**src/rtl/koala_pkg.sv**
```systemverilog
// koala_pkg: width constants and loader types shared by the Koala-P datapath
// (absorb loader and permutation stage), plus small byte-lane helpers.
package koala_pkg;

  localparam int KOALA_B         = 257;
  localparam int KOALA_DATA_BITS = 256;
  localparam int KOALA_WORD_W    = 32;
  localparam int KOALA_BLK_WORDS = 8;

  typedef enum logic [0:0] {
    FILL = 1'b0,
    HOLD = 1'b1
  } koala_ld_state_e;

  // Bytes of a word that carry message data: only a tail word may be short,
  // and anything above 4 saturates to a full word.
  function automatic logic [2:0] koala_eff_bytes(input logic [2:0] bytes,
                                                 input logic       last);
    logic [2:0] eff;
    if (last && (bytes < 3'd4)) begin
      eff = bytes;
    end else begin
      eff = 3'd4;
    end
    return eff;
  endfunction

  // Lane mask keeping the low nbytes bytes of a 32-bit word.
  function automatic logic [31:0] koala_byte_mask(input logic [2:0] nbytes);
    logic [31:0] m;
    m = 32'h0000_0000;
    for (int i = 0; i < 4; i++) begin
      if (3'(i) < nbytes) begin
        m[8*i +: 8] = 8'hFF;
      end else begin
        m[8*i +: 8] = 8'h00;
      end
    end
    return m;
  endfunction

endpackage

```
**src/rtl/koala_blk_buf.sv**
```systemverilog
// koala_blk_buf: single-entry valid/ready holding register for one block plus
// its final flag. Accepts a new entry in the same cycle the old one drains.
module koala_blk_buf
  import koala_pkg::*;
#(
  parameter int W = KOALA_B + 1
) (
  input  logic         clk,
  input  logic         rst,
  input  logic         in_valid_i,
  output logic         in_ready_o,
  input  logic [W-1:0] in_data_i,
  output logic         out_valid_o,
  input  logic         out_ready_i,
  output logic [W-1:0] out_data_o
);

  logic         valid_q, valid_d;
  logic [W-1:0] data_q, data_d;

  assign in_ready_o  = !valid_q || out_ready_i;
  assign out_valid_o = valid_q;
  assign out_data_o  = data_q;

  // Next entry: load on an input handshake, empty on a drain, else hold.
  always_comb begin
    valid_d = valid_q;
    data_d  = data_q;
    if (in_valid_i && in_ready_o) begin
      valid_d = 1'b1;
      data_d  = in_data_i;
    end else if (out_ready_i) begin
      valid_d = 1'b0;
    end else begin
      valid_d = valid_q;
    end
  end

  // Entry register with synchronous clear.
  always_ff @(posedge clk) begin
    if (rst) begin
      valid_q <= 1'b0;
      data_q  <= {W{1'b0}};
    end else begin
      valid_q <= valid_d;
      data_q  <= data_d;
    end
  end

endmodule

```
**src/rtl/koala_absorb_loader.sv**
```systemverilog
// koala_absorb_loader: packs 32-bit message words into 257-bit Koala-P blocks,
// pads the final block (single 1 bit right after the data) and hands blocks
// out on a valid/ready port.
// Optional build macro KOALA_LOADER_SKID_EN: adds a second block register so
// filling continues while the output waits on the consumer.
module koala_absorb_loader
  import koala_pkg::*;
#(
  parameter int WORD_W    = KOALA_WORD_W,
  parameter int BLK_WORDS = KOALA_BLK_WORDS
) (
  input  logic               clk,
  input  logic               rst,
  input  logic               in_valid,
  output logic               in_ready,
  input  logic [WORD_W-1:0]  in_data,
  input  logic [2:0]         in_bytes,
  input  logic               in_last,
  output logic               blk_valid,
  input  logic               blk_ready,
  output logic [KOALA_B-1:0] blk_data,
  output logic               blk_final
);

  localparam int CNT_W = $clog2(BLK_WORDS);

  koala_ld_state_e            state_q, state_d;
  logic [KOALA_DATA_BITS-1:0] acc_q, acc_d;
  logic [CNT_W-1:0]           cnt_q, cnt_d;

  logic                accept_s, close_s, in_ready_s, room_s;
  logic                hold_enter_s, hold_release_s;
  logic [2:0]          eff_bytes_s;
  logic [WORD_W-1:0]   word_masked_s;
  logic [8:0]          pad_idx_s;
  logic [KOALA_B-1:0]  placed_s, pad_vec_s, closed_blk_s;
  logic                out_in_valid_s, out_in_ready_s, out_valid_s;
  logic [KOALA_B:0]    out_in_data_s, out_data_s;

  assign in_ready = in_ready_s;
  assign accept_s = in_valid && in_ready_s;
  assign close_s  = accept_s && (in_last || (cnt_q == CNT_W'(BLK_WORDS - 1)));

  // Packing: mask the tail bytes, place the word in its slot, build the pad bit.
  always_comb begin
    eff_bytes_s   = koala_eff_bytes(in_bytes, in_last);
    word_masked_s = in_data & koala_byte_mask(eff_bytes_s);
    placed_s      = {{(KOALA_B-WORD_W){1'b0}}, word_masked_s} << {cnt_q, 5'b00000};
    // Pad position is 8 * (data bytes in block) = 32*cnt + 8*bytes_this_word.
    pad_idx_s     = {1'b0, cnt_q, 5'b00000} + {3'b000, eff_bytes_s, 3'b000};
    if (in_last) begin
      pad_vec_s = {{(KOALA_B-1){1'b0}}, 1'b1} << pad_idx_s;
    end else begin
      pad_vec_s = {KOALA_B{1'b0}};
    end
    closed_blk_s = {1'b0, acc_q} | placed_s | pad_vec_s;
  end

  // Fill register next state: the closed block leaves with its closing word,
  // so the fill register is already clear when the block is handed out.
  always_comb begin
    acc_d = acc_q;
    cnt_d = cnt_q;
    if (close_s) begin
      acc_d = {KOALA_DATA_BITS{1'b0}};
      cnt_d = {CNT_W{1'b0}};
    end else if (accept_s) begin
      acc_d = acc_q | placed_s[KOALA_DATA_BITS-1:0];
      cnt_d = cnt_q + CNT_W'(1);
    end else begin
      acc_d = acc_q;
      cnt_d = cnt_q;
    end
  end

  // Fill register and word counter.
  always_ff @(posedge clk) begin
    if (rst) begin
      acc_q <= {KOALA_DATA_BITS{1'b0}};
      cnt_q <= {CNT_W{1'b0}};
    end else begin
      acc_q <= acc_d;
      cnt_q <= cnt_d;
    end
  end

`ifdef KOALA_LOADER_SKID_EN
  logic             skid_valid_s, skid_in_ready_s;
  logic [KOALA_B:0] skid_data_s;

  // A closed block parks here only when the output register cannot take it.
  koala_blk_buf #(.W(KOALA_B + 1)) u_skid (
    .clk         (clk),
    .rst         (rst),
    .in_valid_i  (close_s && !out_in_ready_s),
    .in_ready_o  (skid_in_ready_s),
    .in_data_i   ({in_last, closed_blk_s}),
    .out_valid_o (skid_valid_s),
    .out_ready_i (out_in_ready_s),
    .out_data_o  (skid_data_s)
  );

  assign room_s         = skid_in_ready_s;
  assign hold_enter_s   = close_s && !out_in_ready_s;
  assign hold_release_s = out_in_ready_s;

  // Output feed: a parked block goes first, otherwise the freshly closed one.
  always_comb begin
    if (skid_valid_s) begin
      out_in_valid_s = 1'b1;
      out_in_data_s  = skid_data_s;
    end else begin
      out_in_valid_s = close_s;
      out_in_data_s  = {in_last, closed_blk_s};
    end
  end
`else
  assign room_s         = out_in_ready_s;
  assign hold_enter_s   = close_s;
  assign hold_release_s = out_valid_s && blk_ready;

  // Output feed: the closed block goes straight to the output register.
  always_comb begin
    out_in_valid_s = close_s;
    out_in_data_s  = {in_last, closed_blk_s};
  end
`endif

  // Output register driving the permutation state input.
  koala_blk_buf #(.W(KOALA_B + 1)) u_out (
    .clk         (clk),
    .rst         (rst),
    .in_valid_i  (out_in_valid_s),
    .in_ready_o  (out_in_ready_s),
    .in_data_i   (out_in_data_s),
    .out_valid_o (out_valid_s),
    .out_ready_i (blk_ready),
    .out_data_o  (out_data_s)
  );

  assign blk_valid = out_valid_s;
  assign blk_data  = out_data_s[KOALA_B-1:0];
  assign blk_final = out_data_s[KOALA_B];

  // FSM state register.
  always_ff @(posedge clk) begin
    if (rst) begin
      state_q <= FILL;
    end else begin
      state_q <= state_d;
    end
  end

  // FSM next state: HOLD while a closed block blocks further filling.
  always_comb begin
    state_d = state_q;
    case (state_q)
      FILL: begin
        if (hold_enter_s) begin
          state_d = HOLD;
        end else begin
          state_d = FILL;
        end
      end
      HOLD: begin
        if (hold_release_s) begin
          state_d = FILL;
        end else begin
          state_d = HOLD;
        end
      end
      default: state_d = FILL;
    endcase
  end

  // FSM outputs: accept words only in FILL and never while reset is high.
  always_comb begin
    if (rst) begin
      in_ready_s = 1'b0;
    end else if (state_q == FILL) begin
      in_ready_s = room_s;
    end else begin
      in_ready_s = 1'b0;
    end
  end

endmodule

```
**config.mk**
```make
export PLATFORM = sky130hd
export DESIGN_NAME = koala_absorb_loader
export DESIGN_NICKNAME = d
export VERILOG_FILES = /design/src/rtl/koala_pkg.sv /design/src/rtl/koala_blk_buf.sv /design/src/rtl/koala_absorb_loader.sv
export SDC_FILE = /design/constraint.sdc
export NUM_CORES = 1
export LEC_CHECK = 0
export BUFFER_PORTS_ARGS = -buffer_cell sky130_fd_sc_hd__buf_2
export CAP_MARGIN = 20
export CORE_ASPECT_RATIO = 1.1
export CORE_UTILIZATION = 55
export CTS_BUF_LIST = sky130_fd_sc_hd__clkbuf_2
export CTS_CLUSTER_SIZE = 20
export DETAILED_ROUTE_END_ITERATION = 10
export PLACE_DENSITY = 0.8
export SETUP_SLACK_MARGIN = 0.05
export SYNTH_ARGS = -nofsm -noshare
export SYNTH_HDL_FRONTEND = slang
export SYNTH_HIERARCHICAL = 1
export SYNTH_SLANG_ARGS = --single-unit
```
**constraint.sdc**
```tcl
create_clock -name clk -period 5.8 [get_ports clk]
set_input_delay 1.45 -clock clk [delete_from_list [all_inputs] [get_ports clk]]
set_output_delay 1.45 -clock clk [all_outputs]
set_load 0.005 [all_outputs]
```
* Word-level counts from Yosys, hierarchy flattened *
Cells that the tools add are included.

operators by class
  order comparisons = 5
  mux-type cells = 13
  multipliers = 0
  reduce and logical (&&, ||, !) cells = 10
  eq/ne operators = 1
  shift operators = 2
  add/sub/neg operators = 2
  div/mod/pow operators = 0
  bitwise logic cells = 5

operators with widths
  cell                     count
  $mux W257                1
  $or A256 B257 Y257       1
  $or A257 B257 Y257       1
  $shl A1 B9 Y257 const A  1
  $shl A32 B8 Y257         1
  $or A256 B256 Y256       1
  $and A32 B32 Y32         1
  $mux W8                  4
  $add A8 B6 Y9            1
  $lt A1 B3 Y1 const A     2
  $lt A2 B3 Y1 const A     2
  $mux W1                  6
  $logic_and A1 B1 Y1      5
  $add A3 B1 Y3 const B    1
  $eq A3 B3 Y1 const B     1
  $lt A3 B3 Y1 const B     1
  $mux W3                  1
  $logic_or A1 B1 Y1       2
  $pmux W1 S2              1
  $reduce_bool A2 Y1       1
  $reduce_or A2 Y1         1
  $logic_not A1 Y1         1
  $not A1 Y1               1

storage, ports and cells
  output and inout bits = 260
  bits of input ports = 40
  memory bits (writable) = 0
  bits in latches = 0
  word-level logic and storage cells = 43
  memories kept = 0
  register bits after elaboration = 519
  memory bits (read-only) = 0

* Logic depth before layout (Yosys ltp) *
Gate-level depths: netlist of run 1.

  word-level depth = 9
  gate-level depth with buffers = 13
  depth with buffers taken out = 10

* Modules after synthesis *
The synthesis of run 1 kept the hierarchy.

modules (own cells, without submodules)
  module               instances  cells an instance  sequential area each (µm²)  area an instance (µm²)
  koala_blk_buf        1          1181               5185.0                      11284.6
  koala_absorb_loader  1          1302               5205.0                      11048.1

* Worst setup path before layout of run 1 *
OpenSTA, ideal clock, no wires.

  path type = in2out
  from = in blk_ready
  to = out in_ready
  stages on the path = 5
  data arrival time = 2.223 ns
  slack = 2.127 ns
  data required time = 4.350 ns
  buffers on the path = 3
  path through = nand2b_4 > buf_6 > buf_6 > buf_2 > nor3b_1

between the ends
  longest elaborated chain between the ends = 3

RTL lines
  element                   line                        source
  from (decl)               koala_absorb_loader.sv:20   input logic blk_ready,
  $logic_or A1 B1 Y1        koala_blk_buf.sv:21         assign in_ready_o = !valid_q || out_ready_i;
  named net out_in_ready_s  koala_absorb_loader.sv:37   logic out_in_valid_s, out_in_ready_s, out_valid_s;
  $mux W1                   koala_absorb_loader.sv:180  end else if (state_q == FILL) begin
  $mux W1                   koala_absorb_loader.sv:178  if (rst) begin
  to (decl)                 koala_absorb_loader.sv:15   output logic in_ready,

The timed path passes the listed nets, and every way through them passes these cells.

* Worst setup path in the final report of run 1 *
Ends and elaborated chain as after synthesis.

==> results of run 1 <==
==> synthesized netlist by cell type, types with 2 or more instances <==
cell type,count
buf_1,25
nand3b_1,2
nor3_1,2
nor2b_1,4
o21a_1,28
nand2b_1,3
nand2_1,56
a21oi_1,357
a31oi_1,144
ha_1,4
clkbuf_1,115
buf_2,81
nor3b_2,2
a21bo_1,51
dfxtp_1,519
and3_1,9
buf_8,2
a221o_1,32
buf_6,41
nand3_1,266
o21bai_1,169
a21bo_2,207
a21o_1,56
nor3b_1,4
buf_4,7
and2_1,2
nor2_1,278
==> worst max path at each step <==
stage / cells past startpoint / startpoint / endpoint / slack [ns]
floorplan: 5 / blk_ready / in_ready / 2.13
global placement: 7 / blk_ready / acc_q[23] / 1.64
detailed placement: 7 / blk_ready / acc_q[26] / 1.56
CTS: 4 / blk_ready / in_ready / 1.91
global route: 4 / blk_ready / in_ready / 1.83
finish: 4 / blk_ready / in_ready / 1.92
==> flip-flops by register name, indices dropped and copies added, names as in the netlist <==
signal,count
state_q,1
u_out/out_valid_o,1
acc_q,256
u_out/out_data_o,258
cnt_q,3
==> cells by family (layout without fill, tap and decap cells) <==
| logic type | count (synthesis) | count (layout) | share of synthesized area |
|---|---|---|---|
| DFF | 519 | 519 | 0.465 |
| adders and majority gates | 4 | 4 | 0.00224 |
| and+or+nand+nor | 638 | 638 | 0.129 |
| AOI/OAI and AO/OA | 1047 | 1047 | 0.337 |
| buffers and inverters | 273 | 535 | 0.0664 |
| xor gates and xnor gates | 1 | 1 | 0.000392 |
| other | 0 | 4 | 0 |
| muxes | 1 | 1 | 0.000448 |
==> power by group through the flow <==
| stage | clock [mW] | combinational, mW | sequential, mW |
|---|---|---|---|
| 2_1_floorplan | 0 | 0.312 | 3.68 |
| 3_3_place_gp | 0 | 0.421 | 3.68 |
| 3_5_place_dp | 0 | 0.429 | 3.68 |
| 4_1_cts | 2.43 | 0.431 | 3.59 |
| 5_1_grt | 2.61 | 0.478 | 3.60 |
| 6_report | 2.39 | 0.447 | 3.60 |
==> layer usage <==
layer / vias up / track usage / share of wire
met2: 865 / 0.472 / 0.45
met1: 9349 / 0.375 / 0.40
met3: 193 / 0.0667 / 0.085
met5: - / 0 / 0
met4: 0 / 0.197 / 0.056
li1: 9336 / - / -
==> cells in the final DEF (no fill, tap or decap), drive strengths merged, types with 10 or more instances in the layout <==
cell	instances
a21bo	258
a21o	56
a21oi	358
a221o	32
a31oi	144
and3	10
buf	335
clkbuf	178
clkinv	10
dfxtp	519
nand2	56
nand3	266
nor2	279
o21a	28
o21bai	169
==> critical path, cell delays in order <==
cell	delay [ns]
buf_2	0.09
nand2b_4	0.50
nor3b_1	0.25
buf_2	0.14
==> area by class of cell <==
class                      count  share of cell area
sequential                   519               0.422
tap                          513              0.0261
timing repair buffer         336              0.0791
inverter                       2            0.000305
multi-input combinational   1691               0.428
clock inverter                20             0.00768
clock buffer                 177              0.0360
antenna                        4            0.000407
==> results.tsv, run 1 <==
stage	metric	value	unit
grt	Total GRT Usage	0.301	
route	First-pass DRT Iterations	6	
layout	Post-Layout Inst Area	0.0246	mm2
floorplanning	I/O Pins	300	
clocking	Longest Clk Path Bufs	3	
clocking	CTS root buf	clkbuf_2	
floorplanning	starting density of the core	0.557	
place	placed cell count	3056	
route	Routed WL	64500	um
place	dpl ws	1.56	ns
route	Post-DRT Antenna Nets	0	
sta	achievable frequency	258	MHz
yosys	Synth area leaders	dfxtp_1 47%, a21bo_2 9.3%, a21oi_1 8.0%	
yosys	Synth top area share	0.465	
setup_path	RR Startpoint	u_out/out_valid_o	
setup_path	R2R cell count	6	
yosys	cells after synthesis	2483	
sta	Final Hold Vio Count	0	
sta	Worst Setup Slack, final	1.92	ns
yosys	Avg Cell Area, Syn	8.99	um2
sta	WHS	0.465	ns
power	VDD IR-drop max	148	uV
clocking	CTS tree	built	
sta	post-route setup TNS	0	ns
power	clock network power share	0.372	
power	leak pwr	10.3	nW
grt	global route total overflow	0	
power	switching share of power	0.274	
layout	share of cells above drive strength 1	0.275	
power	power after layout	6.44	mW
hold_path	hold_sp	acc_q[238]	
yosys	mapped cell area	0.0223	mm2
place	placed inst area	0.0234	mm2
clocking	Worst-Skew Late Latency	1.10	ns
setup_path	crit end category	primary output	
yosys	flops & latches, synth	519	
grt	initial antenna violation count	3	
route	via count	19743	
power	pwr/cell area	262	mW/mm2
yosys	Yosys top cell by area	dfxtp_1	
setup_path	Setup CP Type	input pin to primary output	
setup_path	Worst EP required	4.35	ns
sta	Slew HR	0.210	
route	routed len/inst	19.8	um
layout	# fillers	3466	
setup_path	CP Launch Type	input pin	
floorplanning	core area	0.0401	mm2
clocking	clock sink total	519	
layout	multi-input logic area	0.0105	mm2
sta	clk_skew	0.0856	ns
grt	first-pass GRT wire length	99200	um
clocking	CTS Buf Count	131	
clocking	Post-CTS Setup Bufs	0	
yosys	Mapped Nets	2527	
yosys	synth unique cells	44	
setup_path	setup slack, reg-to-reg	2.69	ns
setup_path	Worst Path Arrival	2.43	ns
route	DRC Markers	0	
sta	Final Max Slew Viols	0	
yosys	Post-synth ARST share	0	
place	Port Buffers	299	
power	switching pwr	1.76	mW
clocking	CTS clock-pin slew for the worst setup and hold paths	0.09	ns
grt	number of global-route vias before repair	18614	
yosys	Main synth FF type	dfxtp_1	
floorplanning	Die Y	213	um
layout	Non-Filler Instances	3262	
clocking	H-tree levels	4	
yosys	synthesis warning total	6	
yosys	sequential fraction of the synthesis area	0.465	
grt	largest net degree at the start of global routing	148	
setup_path	worst r2r dst	acc_q[0]	
route	Vias per Instance	6.05	
floorplanning	Die Footprint	0.0414	mm2
hold_path	WHS Path Cells	1	
sta	Final Cycle Share	0.670	
floorplanning	Die W	194	um
layout	sequential cell area	0.0104	mm2
run_status	status	finished, final reports clean	
clocking	# hold bufs at CTS	0	
hold_path	worst hold path class	flop to flop	
power	Reg power frac	0.559	
sta	setup violators final	0	
route	Iteration-0 DRC Markers	1738	
layout	Nets	2725	
yosys	number of synthesized flops with an enable pin	0	
power	Combinational Power Share	0.069	
place	Detailed Place HPWL	41200	um
power	Power Internal	4.67	mW
setup_path	CP Max Fanout	57	
clocking	post-CTS sizing	0	
sta	RSZ-0062 raised after global routing	no	
sta	Worst Tran Pin Value	1.19	ns
place	RD Place Congestion	0.943	
layout	Final Util	0.614	
layout	Layout area overhead	10.1	%
sta	fin crit period	3.88	ns
floorplanning	row cnt	77	
hold_path	Hold Path End	acc_q[238]	
flow_run	Max-Cap Viols	0	
Power figures use the tool's default switching activity.
==> run 2: changes to the inputs <==
clock period = 3.9 ns   (was 5.8 ns; I/O delays follow)
==> run 2 against run 1 <==
Compared with the run above: critical path depth is 1 lower; critical endpoint unchanged; highest routed layer is now met5; sequential cell count stayed put; hold slack worse by 0.22 ns; largest cell class unchanged.
==> results.tsv, run 2 (synthesis results as in run 1) <==
stage	metric	value	unit
layout	share of cells above drive strength 1	0.278	
floorplanning	Die W	194	um
setup_path	worst setup path start	u_out/out_valid_o	
setup_path	R2R cell count	5	
setup_path	Setup CP Type	flop to primary output	
setup_path	CP Max Fanout	6	
clocking	CTS tree	built	
route	Post-DRT Antenna Nets	0	
route	routed len/inst	20.0	um
floorplanning	starting density of the core	0.557	
layout	# fillers	3489	
floorplanning	I/O Pins	300	
clocking	CTS root buf	clkbuf_2	
sta	Worst Tran Pin Value	1.04	ns
layout	Nets	2739	
setup_path	CP Launch Type	flop	
floorplanning	row cnt	77	
setup_path	setup slack, reg-to-reg	1.29	ns
sta	Final Max Slew Viols	0	
sta	fin crit period	2.82	ns
grt	Total GRT Usage	0.311	
layout	Post-Layout Inst Area	0.0248	mm2
sta	Final Hold Vio Count	0	
clocking	CTS Buf Count	132	
grt	first-pass GRT wire length	103000	um
layout	commonest non-fill, non-tap cells in the layout	519 x dfxtp_1, 357 x a21oi_1, 298 x buf_2	
route	Routed WL	66000	um
place	Port Buffers	299	
sta	post-route setup TNS	0	ns
route	Routed met2 length	30000	um
route	met3 WL	5300	um
layout	sequential cell area	0.0104	mm2
place	placed inst area	0.0236	mm2
grt	initial antenna violation count	6	
route	via count	19944	
sta	Slew HR	0.308	
layout	number of flip-flops in the largest register	258	
route	Iteration-0 DRC Markers	1702	
setup_path	crit end category	primary output	
sta	WHS	0.244	ns
floorplanning	Die Footprint	0.0414	mm2
sta	setup violators final	0	
setup_path	worst r2r dst	acc_q[93]	
layout	Layout area overhead	11.0	%
route	First-pass DRT Iterations	6	
clocking	# hold bufs at CTS	0	
setup_path	Crit-path slowest cell	dfxtp_1	
sta	Final Cycle Share	0.723	
clocking	Longest Clk Path Bufs	3	
layout	multi-input logic area	0.0105	mm2
clocking	Post-CTS Setup Bufs	0	
hold_path	worst hold path class	input pin to flop	
route	Vias per Instance	6.05	
grt	number of global-route vias before repair	19142	
power	leak pwr	10.5	nW
clocking	post-CTS sizing	0	
floorplanning	Die Y	213	um
setup_path	Worst Path Arrival	1.85	ns
clocking	clock sink total	519	
power	VDD IR-drop max	223	uV
sta	achievable frequency	355	MHz
setup_path	worst-path cell chain	nand2b_4, nor3b_1, buf_2	
sta	RSZ-0062 raised after global routing	no	
run_status	status	finished, final reports clean	
route	wl on met1	27000	um
setup_path	CP Capture Point	in_ready	
place	RD Place Congestion	0.925	
layout	most common cell after layout, fill and taps aside	dfxtp_1	
power	pwr/cell area	391	mW/mm2
grt	largest net degree at the start of global routing	222	
setup_path	RR Startpoint	cnt_q[1]	
grt	global route total overflow	0	
route	Top Metal Used	met5	
sta	clk_skew	0.0608	ns
floorplanning	core area	0.0401	mm2
power	power after layout	9.71	mW
clocking	CTS clock-pin slew for the worst setup and hold paths	0.09	ns
setup_path	Worst EP required	2.92	ns
flow_run	Max-Cap Viols	0	
setup_path	CP max stage delay	0.41	ns
place	Detailed Place HPWL	42700	um
clocking	Worst-Skew Late Latency	1.08	ns
clocking	H-tree levels	4	
route	DRC Markers	0	
==> run 2: stage by stage <==
step / utilization / worst slack, ns / instances
after floorplan: - / 0.966 / 2483
after global placement: 0.589 / 0.659 / 3073
after detailed placement: 0.589 / 0.645 / 3073
after CTS: 0.618 / 0.941 / 3292
after global routing: 0.619 / 0.961 / 3296
final: 0.619 / 1.08 / 3297
==> run 2: worst min path at each step <==
stage | startpoint | end | slack (ns) | cells past startpoint
after floorplan | acc_q[100] | acc_q[100] | 0.43 | 2
after global placement | acc_q[222] | acc_q[222] | 0.44 | 2
after detailed placement | acc_q[110] | acc_q[110] | 0.45 | 1
after CTS | in_data[0] | acc_q[160] | 0.12 | 3
after global routing | in_data[19] | acc_q[147] | 0.18 | 3
final | in_data[31] | acc_q[31] | 0.24 | 3
==> run 2: final cells by class <==
| cell class | instances | area share |
|---|---|---|
| tap | 513 | 0.0259 |
| clock buffer | 182 | 0.0367 |
| inverter | 2 | 0.000303 |
| clock inverter | 37 | 0.0101 |
| multi-input combinational | 1691 | 0.425 |
| timing repair buffer | 349 | 0.0829 |
| sequential | 519 | 0.419 |
| antenna | 4 | 0.000404 |
==> run 2: worst max-delay path: cells and delay by family (launching register included) <==
kind                   cells  cell delay, ns
AND/OR/NAND/NOR            2            0.27
buffers and inverters      1            0.13
flip-flops                 1            0.41
==> run 2: report_power, final <==
part           switching [mW]  total, mW  internal (mW)  leakage, nW
registers              0.0194       5.35           5.33         4.18
logic                   0.512      0.683          0.172         5.39
clock network            2.16       3.67           1.51        0.883
total                    2.69       9.71           7.01         10.5
==> run 2: per-layer routing <==
layer / vias to the layer above / GRT usage
met2: 867 / 0.489
li1: 9381 / -
met3: 184 / 0.0683
met4: 6 / 0.204
met5: - / 0
met1: 9506 / 0.388
